`src/rtl/bch_encoder_reg.sv`:
```
// Systematic BCH(15,7) encoder, g(x) = x^8+x^7+x^6+x^4+1, for the write path.
// Latency: one cycle from an accepted message to a registered codeword.
// Backpressure: none; one message per cycle, and the codeword holds while idle.
module bch_encoder_reg (
  input  logic        clk,
  input  logic        rst,
  input  logic        in_valid,
  input  logic [6:0]  message,
  output logic        out_valid,
  output logic [14:0] codeword
);

  logic [7:0] parity;

  // Each parity bit is the unrolled remainder of m(x)*x^8 mod g(x).
  always_comb begin
    parity    = 8'h00;
    parity[7] = message[0] ^ message[2] ^ message[6];
    parity[6] = message[0] ^ message[1] ^ message[2] ^ message[5] ^ message[6];
    parity[5] = message[1] ^ message[2] ^ message[4] ^ message[5] ^ message[6];
    parity[4] = message[0] ^ message[1] ^ message[3] ^ message[4] ^ message[5];
    parity[3] = message[3] ^ message[4] ^ message[6];
    parity[2] = message[2] ^ message[3] ^ message[5];
    parity[1] = message[1] ^ message[2] ^ message[4];
    parity[0] = message[0] ^ message[1] ^ message[3];
  end

  // Register data and parity together. Reset has priority and drops any message offered in the same cycle.
  always_ff @(posedge clk) begin
    if (rst) begin
      out_valid <= 1'b0;
      codeword  <= 15'h0000;
    end else begin
      out_valid <= in_valid;
      if (in_valid) begin
        codeword <= {message, parity};
      end
    end
  end

endmodule

```
`config.mk`:
```
export PLATFORM = sky130hd
export DESIGN_NAME = bch_encoder_reg
export DESIGN_NICKNAME = d
export VERILOG_FILES = /design/src/rtl/bch_encoder_reg.sv
export SDC_FILE = /design/constraint.sdc
export NUM_CORES = 1
export LEC_CHECK = 0
export BUFFER_PORTS_ARGS = -buffer_cell sky130_fd_sc_hd__buf_4
export CAP_MARGIN = 10
export CORE_ASPECT_RATIO = 0.75
export CORE_MARGIN = 1
export CORE_UTILIZATION = 40
export CTS_CLUSTER_SIZE = 10
export DETAILED_ROUTE_END_ITERATION = 8
export PLACE_DENSITY_LB_ADDON = 0.1
export SYNTH_ARGS = -nofsm -noshare
export SYNTH_HDL_FRONTEND = slang
export SYNTH_SLANG_ARGS = --single-unit
export TNS_END_PERCENT = 30
```
`constraint.sdc`:
```
create_clock -name clk -period 2.2 [get_ports clk]
set_input_delay 0 -clock clk [delete_from_list [all_inputs] [get_ports clk]]
set_output_delay 0 -clock clk [all_outputs]
set_load 0.005 [all_outputs]
```
==> results.cfg <==
[clocking]
cts_resized = 0
cts.path.max_buffers = 2
tritoncts = built
clock_latency_of_the_later_clocked_register_in_the_worst_skew_pair_ps = 280
cts_buffers = 3
cts_num_sinks = 16
cts_clock_pin_slew_for_the_worst_setup_and_hold_paths_ps = 90
cts-htree-levels = 1
cts_root_buf = sky130_fd_sc_hd__clkbuf_4

[power_and_ir_drop]
power_density_nw_per_um2 = 637
power.ir.vdd_worst_uv = 368
leakagePower_nw = 0.539
power_mw = 0.679

[floorplanning]
std_cell_rows = 14
start_util = 0.426
floorplan.die.width_um = 55.5
fp.dieArea_um2 = 2340
die_height_um = 42.1
floorplan.core_area_um2 = 2010
io-pin-count = 26

[logic_synthesis]
ys_warn_count = 0
netlist_top_cells_area = sky130_fd_sc_hd__dfxtp_1 37%, sky130_fd_sc_hd__xor3_1 17%, sky130_fd_sc_hd__mux2i_1 14%, sky130_fd_sc_hd__nor2_1 5.2%, sky130_fd_sc_hd__xnor3_1 5.2%
post_syn_area_per_cell_um2 = 11.8
postSynthCellCount = 73
post-synth-top-area-cell = sky130_fd_sc_hd__dfxtp_1
synthesis.nets = 83
ys_seq_elements = 16
netlist_area_um2 = 858
synthDistinctLibCells = 18
synth_sequential_area_ratio = 0.373
yosys.area.top_type_share = 0.373

[critical_path]
timing.critical_path.cells = dlygate4sd3_1 > buf_4 > xnor3_1 > nand3_1 > o221ai_2
cp-end-kind = flop
critPathKind = in2reg
cp.arrival_ps = 1300
slowest_stage = sky130_fd_sc_hd__dlygate4sd3_1
cp_data_required_time_ps = 2380
cpLargestDelayFamily = buffers and inverters
start_kind = input pin
crit_path_start = message[3]
crit_fanout = 5
regToRegStartpoint = codeword[5]
timing.critical_path.slowest_cell_delay_ps = 530
worstPathBufferInverterCount = 2

[sta]
slew_violations = 0
timing.max_slew.rel_slack = 0.764
timing.fmax_mhz = 890
final.period_utilization = 0.511
setup_repair_after_global_routing_missed_its_margin = no
worst-slew-pin-transition_ps = 353
report.final.setup_viol = 0
fin_setup_tns_ps = 0
worst_clock_skew_ps = 0
final_period_minus_worst_setup_slack_ps = 1120
hold_viol = 0

[route]
route.final.wire_length_um = 1360
final_antenna_net_count = 0
drc_errors = 0
drt_first_pass_iters = 3
drt-vias-per-instance = 4.71
routedWlPerCell_um = 11.5
drt_first_iter_violations = 6
vias = 561

[placed_design]
dp_hpwl_um = 953
routabilityCongestion = 0.656
placement.io_buffers = 25

[global_route]
number_of_global_route_vias_before_repair = 516
number_of_antenna_violations_at_the_first_check_in_global_routing = 0
grt_start_max_net_pins = 18
grt.total_usage = 0.133
grt_pass1_wl_um = 2340
overflow = 0

[outcome]
result_of_the_run = complete, no violations

[cells_and_area]
ant_cells = 0
final_nets = 106
area_delta_synth_final_pct = 24.1
final.fill_count = 205
drive_gt1_frac = 0.316

[min_path]
timing.hold.worst.class = in2reg
min-delay-start = message[4]

[job]
max_cap_violations = 0
-- power breakdown --
group	total [mW]	internal (mW)	switching [mW]
combinational	0.161	0.101	0.0598
sequential	0.324	0.313	0.0108
clock	0.194	0.101	0.0931
-- cell usage in the layout, fill, tap and decap left out, drive strengths merged --
| master | instances |
|---|---|
| xor2 | 3 |
| xnor3 | 2 |
| buf | 25 |
| nor2b | 1 |
| nand3 | 3 |
| clkbuf | 4 |
| inv | 2 |
| nor2 | 12 |
| o311ai | 2 |
| xor3 | 6 |
| nand3b | 2 |
| o221ai | 1 |
| or3b | 1 |
| dfxtp | 16 |
| dlygate4sd3 | 2 |
| mux2i | 12 |
| nand2b | 1 |
-- registers in the layout (all words and copies together), names as in the netlist --
register and count:
codeword 15, out_valid 1
-- cells by family after synthesis --
| group | count (synthesis) | synth area share |
|---|---|---|
| mux | 12 | 0.140 |
| flops | 16 | 0.373 |
| buf+inv | 11 | 0.0875 |
| xor+xnor | 11 | 0.249 |
| compound gates | 3 | 0.0379 |
| simple gates | 20 | 0.112 |
-- synth_stat cells (all sizes together) --
library cell	number
o311ai	2
xor3	6
clkbuf	3
dfxtp	16
nand3	3
xnor3	2
inv	2
buf	6
nand2b	1
xor2	3
nor2b	1
nor2	12
o221ai	1
or3b	1
mux2i	12
nand3b	2
-- worst paths after layout --
kind                            slack (ps)  depth (start not counted)      endpoint
worst max-delay path                  1080                          5   codeword[4]
worst min-delay path                    10                          3  codeword[12]
worst max register to register        1470                          2   codeword[5]
worst min register to register         500                          2  codeword[13]
-- stage by stage --
stage                     worst slack, ps  instances  hold WS [ps]  utilization  area (µm²)
after floorplan                      1390         73          72.4            -         858
after global placement               1290        113           285        0.501        1010
after detailed placement             1280        113           301        0.501        1010
after CTS                            1100        119          1.57        0.529        1060
after global routing                 1040        119          3.58        0.529        1060
final                                1080        119          10.7        0.529        1060
-- timing repair --
action	4_1_cts	5_1_grt
buffers inserted	0	0
hold buffers	2	0
hold endpoints to repair	2	0
-- final cells by class --
cell class | instances | area, µm² | share of cell area
multi-input cells | 46 | 463 | 0.435
well taps | 24 | 30.0 | 0.0282
clock buffers | 4 | 36.3 | 0.0341
repair buffers | 27 | 208 | 0.195
inverters | 2 | 7.51 | 0.00705
flip-flops and latches | 16 | 320 | 0.301
-- per-layer routing --
layer  part of all wire  global-route usage
met5                  0                   0
met4              0.014              0.0750
met3              0.043              0.0494
met2               0.42               0.183
met1               0.53               0.180
-- worst reg2reg max path: stages, from the launching register on --
cell and delay [ps]:
sky130_fd_sc_hd__dfxtp_1 340, sky130_fd_sc_hd__inv_1 40, sky130_fd_sc_hd__o311ai_1 250
(Power assumes the default switching activity.)
